### src/rtl/fifo_stream_reader.sv
// rtl/fifo_stream_reader.sv - FIFO-to-stream reader with 3-entry skid buffer; optional m_last via READER_LAST_EN
module fifo_stream_reader #(
  parameter int DATA_WIDTH = 8,
  parameter int PKT_LEN    = 4
) (
  input  logic                  clk,
  input  logic                  reset,
  input  logic                  fifo_empty,
  output logic                  fifo_rd_en,
  input  logic [DATA_WIDTH-1:0] fifo_data,
  output logic                  m_valid,
  input  logic                  m_ready,
  output logic [DATA_WIDTH-1:0] m_data,
`ifdef READER_LAST_EN
  output logic                  m_last,
`endif
  output logic [15:0]           beat_cnt
);

  // Three buffer slots used as a ring; rd_ptr is the head, wr_ptr the next free slot.
  logic [DATA_WIDTH-1:0] slot0, slot1, slot2;
  logic [1:0]            rd_ptr, wr_ptr;
  logic [1:0]            occ;
  logic                  inflight;
  logic                  beat;
  logic                  land;

  function automatic logic [1:0] ptr_inc(input logic [1:0] p);
    return (p == 2'd2) ? 2'd0 : p + 2'd1;
  endfunction

  // Read request looks only at registered occupancy so m_ready never reaches fifo_rd_en.
  always_comb begin
    fifo_rd_en = !reset && !fifo_empty && (({1'b0, occ} + {2'b00, inflight}) < 3'd3);
    m_valid    = (occ != 2'd0);
    beat       = m_valid && m_ready;
    land       = inflight;
  end

  // Head-of-buffer selection for the stream output.
  always_comb begin
    m_data = slot0;
    case (rd_ptr)
      2'd1:    m_data = slot1;
      2'd2:    m_data = slot2;
      default: m_data = slot0;
    endcase
  end

  // Buffer, pointers, occupancy, in-flight flag and beat counter; reset wins over landing and beats.
  always_ff @(posedge clk) begin
    if (reset) begin
      slot0    <= '0;
      slot1    <= '0;
      slot2    <= '0;
      rd_ptr   <= 2'd0;
      wr_ptr   <= 2'd0;
      occ      <= 2'd0;
      inflight <= 1'b0;
      beat_cnt <= 16'd0;
    end else begin
      inflight <= fifo_rd_en;
      if (land) begin
        case (wr_ptr)
          2'd1:    slot1 <= fifo_data;
          2'd2:    slot2 <= fifo_data;
          default: slot0 <= fifo_data;
        endcase
        wr_ptr <= ptr_inc(wr_ptr);
      end
      if (beat) begin
        rd_ptr   <= ptr_inc(rd_ptr);
        beat_cnt <= beat_cnt + 16'd1;
      end
      case ({land, beat})
        2'b10:   occ <= occ + 2'd1;
        2'b01:   occ <= occ - 2'd1;
        default: occ <= occ;
      endcase
    end
  end

`ifdef READER_LAST_EN
  localparam int PKT_W = (PKT_LEN > 1) ? $clog2(PKT_LEN) : 1;
  logic [PKT_W-1:0] pkt_cnt;

  // Marks the head beat that closes a packet.
  always_comb begin
    m_last = m_valid && (pkt_cnt == PKT_W'(PKT_LEN - 1));
  end

  // Position of the head beat within its packet, advancing on every completed beat.
  always_ff @(posedge clk) begin
    if (reset) begin
      pkt_cnt <= '0;
    end else if (beat) begin
      if (pkt_cnt == PKT_W'(PKT_LEN - 1)) begin
        pkt_cnt <= '0;
      end else begin
        pkt_cnt <= pkt_cnt + PKT_W'(1);
      end
    end
  end
`else
  logic unused_pkt_len;
  assign unused_pkt_len = (PKT_LEN > 0);
`endif

endmodule

### config.mk
export PLATFORM = sky130hd
export DESIGN_NAME = fifo_stream_reader
export DESIGN_NICKNAME = d
export VERILOG_FILES = /design/src/rtl/fifo_stream_reader.sv
export SDC_FILE = /design/constraint.sdc
export NUM_CORES = 1
export LEC_CHECK = 0
export CAP_MARGIN = 10
export CORE_ASPECT_RATIO = 0.5
export CORE_MARGIN = 2
export CORE_UTILIZATION = 45
export DETAILED_ROUTE_END_ITERATION = 7
export PLACE_DENSITY = 0.73
export SYNTH_ARGS = -nofsm -noshare
export SYNTH_HDL_FRONTEND = slang
export SYNTH_SLANG_ARGS = --single-unit
### constraint.sdc
create_clock -name clk -period 1.7 [get_ports clk]
set_input_delay 0.255 -clock clk [delete_from_list [all_inputs] [get_ports clk]]
set_output_delay 0.255 -clock clk [all_outputs]
set_load 0.03 [all_outputs]
==> flow_metrics.py <==
metrics = {
    "outcome": {
        "status": "complete, but fails checks",
        "violations": "negative setup slack",
    },
    "grt": {
        "grt_max_degree": 48,
        "antenna_found_initial": 0,
        "grt_pass1_wl_um": 9259,
        "grt.overflow.total": 0,
        "grt.total_usage": 0.2283,
        "grt_pass1_vias": 1979,
    },
    "synth": {
        "synth_edf_count": 0,
        "yosys-top-cells-area": "dfxtp_1 (43%), a21oi_1 (9.9%), nand2_1 (7.4%), ha_1 (6.9%), nand3_1 (4.6%)",
        "synth.distinct_cells": 30,
        "seq_area_frac_synth": 0.4342,
        "yosysMostFrequentCell": "dfxtp_1",
        "syn_inst": 268,
        "synth_top_area_share": 0.4342,
        "ys_seq_elements": 47,
        "synth_async_sr_flop_share": 0,
        "synth_common_cells": "dfxtp_1 (47), a21oi_1 (43), nand2_1 (43), nor2_1 (21), nand3_1 (20)",
        "synth_ff_type": "dfxtp_1",
        "synth_fp_nets": 292,
        "yosysTopAreaCell": "dfxtp_1",
        "syn_avg_cell_area_um2": 8.086,
        "yosys_warnings": 0,
        "syn_area_um2": 2167,
    },
    "floorplan": {
        "die_x_um": 102.1,
        "coreArea_um2": 4509,
        "initial_core_util": 0.4806,
        "die_y_um": 53.07,
        "pin_count": 38,
        "placementRows": 17,
        "dieArea_um2": 5421,
    },
    "drt": {
        "drt-vias-per-instance": 5.371,
        "drc": 0,
        "wirelength_um": 5668,
        "via_count": 2057,
        "wl_per_cell_um": 14.80,
        "first_pass_iters": 4,
        "drt_iter0_markers": 47,
        "antenna_left": 0,
    },
    "setup_path": {
        "cp_num_buf_inv": 3,
        "critPathMaxStageDelay_ps": 370,
        "critPathArrivalTime_ps": 1530,
        "critPathMaxFanout": 8,
        "crit_cells": 6,
        "worstRegToRegCells": 4,
        "r2r_end": "beat_cnt[15]",
        "critPathCapture": "m_data[0]",
        "path_cells": "inv_4 > ha_4 > buf_12 > nor2_4 > a21oi_2 > buf_6",
        "rrSetupSlack_ps": 40,
        "critPathSlowestCell": "dfxtp_2",
        "reg2reg_from": "beat_cnt[5]",
        "crit_family": "flip-flops",
        "crit_path_start_kind": "flop",
        "startpoint": "rd_ptr[1]",
        "end_kind": "output pin",
        "crit_type": "flop to output pin",
        "crit_required_ps": 1440,
    },
    "timing": {
        "rsz0062_at_grt": "yes",
        "timing.final.ws_setup_ps": -87.64,
        "finalHoldViolCount": 0,
        "holdWs_ps": 470.8,
        "slew_headroom": 0.7082,
        "period_minus_slack_ps": 1788,
        "setup_viol": 9,
        "finClkSkew_ps": 16.08,
        "fmax_mhz": 559.4,
        "timing.final.crit_share": 1.052,
        "worstMarginPinSlew_ps": 437.3,
        "slew_violations": 0,
    },
    "layout": {
        "fin_cells": 383,
        "diodes": 0,
        "final_nets": 340,
        "area_delta_synth_final_pct": 45.03,
        "layout-drive-gt1-share": 0.3028,
        "final_area_um2": 3143,
    },
    "power": {
        "vdd_drop_max_uv": 540.5,
        "total_power_mw": 3.644,
        "power_density_nw_per_um2": 1159,
        "p_leak_nw": 1.083,
    },
    "place": {
        "numPortBuffers": 37,
        "place_area_um2": 2698,
        "dp.cells": 366,
        "pre_cts_slack_ps": -203.6,
        "dp_hpwl_um": 3589,
        "gp_congestion": 0.8230,
    },
    "clocking": {
        "clk_pin_slew_ps": 90,
        "worstSkewPairLatency_ps": 310,
        "holdBufCountCts": 0,
        "cts-root-buf": "clkbuf_8",
        "numCtsBuffers": 5,
        "cts_sinks": 47,
        "htreeDepth": 2,
        "cts_tree": "yes",
        "cts_buffer_depth": 2,
    },
    "worst_hold_path": {
        "hold_path_class": "flop to flop",
    },
    "run": {
        "maxCapViolations": 0,
    },
}
==> flip-flops by register name, summed over array words and instances (netlist names) <==
signal / cells
beat_cnt: 16
slot0: 8
slot1: 8
slot2: 8
occ: 2
rd_ptr: 2
wr_ptr: 2
inflight: 1
==> power breakdown <==
group,total (mW),switching [mW],internal [mW]
Combinational,1.56,0.854,0.703
Clock,0.832,0.407,0.425
Sequential,1.25,0.0810,1.17
==> logic make-up (layout without fill, tap and decap cells) <==
group           Yosys count  in the layout  synth area share
simple gates            107            107            0.2327
buf+inv                  27             76           0.05023
fa+ha+maj                12             12           0.06928
xor+xnor                 10             10           0.04042
mux                       2              2          0.009238
flops                    47             47            0.4342
compound gates           63             63            0.1640
==> worst reg2reg max path, cell delays in order (launching register included) <==
cell and delay, ps:
dfxtp_4 390, nand4_4 140, or4_4 580, or3_1 360
a21oi_1 140
==> per-stage QoR <==
stage | TNS, ps | util
global route | -1231 | 0.6970
floorplan | -575.7 | -
detailed placement | -775.1 | 0.5982
finish | -579.1 | 0.6970
global placement | -395.0 | 0.5982
CTS | -568.2 | 0.6881
==> how the worst min path moves through the flow <==
| stage | start | end | slack [ps] | cells after the start |
|---|---|---|---|---|
| after CTS | slot2[2] | slot2[2] | 470 | 2 |
| after global routing | slot2[7] | slot2[7] | 490 | 2 |
| after global placement | slot0[1] | slot0[1] | 440 | 2 |
| after floorplan | fifo_empty | inflight | 340 | 1 |
| after detailed placement | slot2[7] | slot2[7] | 450 | 2 |
| final | slot2[3] | slot2[3] | 470 | 2 |
==> layout by cell type (no fill, tap or decap), types with 3 or more instances in the layout <==
cell type / netlist / layout
clkbuf_8: 0 / 6
clkdlybuf4s50_1: 0 / 25
a21oi_2: 0 / 7
or2_2: 3 / 3
ha_4: 0 / 5
dfxtp_1: 47 / 31
buf_6: 1 / 9
nand3_1: 20 / 19
buf_4: 0 / 17
or3_1: 6 / 6
o21ai_0: 6 / 6
a22oi_2: 0 / 8
ha_1: 12 / 7
nand2_1: 43 / 43
nor2_1: 21 / 13
inv_1: 11 / 9
dfxtp_2: 0 / 12
xnor2_1: 8 / 8
nor3_1: 4 / 4
dfxtp_4: 0 / 4
nor2_4: 0 / 8
a21oi_1: 43 / 34
==> final cells by class <==
| cell class | count | area [um^2] |
|---|---|---|
| flip-flops and latches | 47 | 970.9 |
| clock inverters | 1 | 8.758 |
| multi-input cells | 194 | 1353 |
| fillers | 353 | 1366 |
| well taps | 66 | 82.58 |
| repair buffers | 57 | 576.8 |
| clock buffers | 7 | 107.6 |
| inverters | 11 | 43.79 |
==> routing by layer <==
layer	routed length (um)	track usage	up-vias
met1	2499	0.2812	983
met3	269	0.04491	8
li1	-	-	1012
met2	2831	0.4013	54
met4	68	0.08667	0
met5	0	0	-
==> what timing repair did <==
item,4_1_cts,5_1_grt
cloned,1,0
setup endpoints to repair,10,15
pin swaps,5,1
setup buffers,7,1
resized for setup,53,12
No activity file was read; power rests on OpenSTA's default activity.
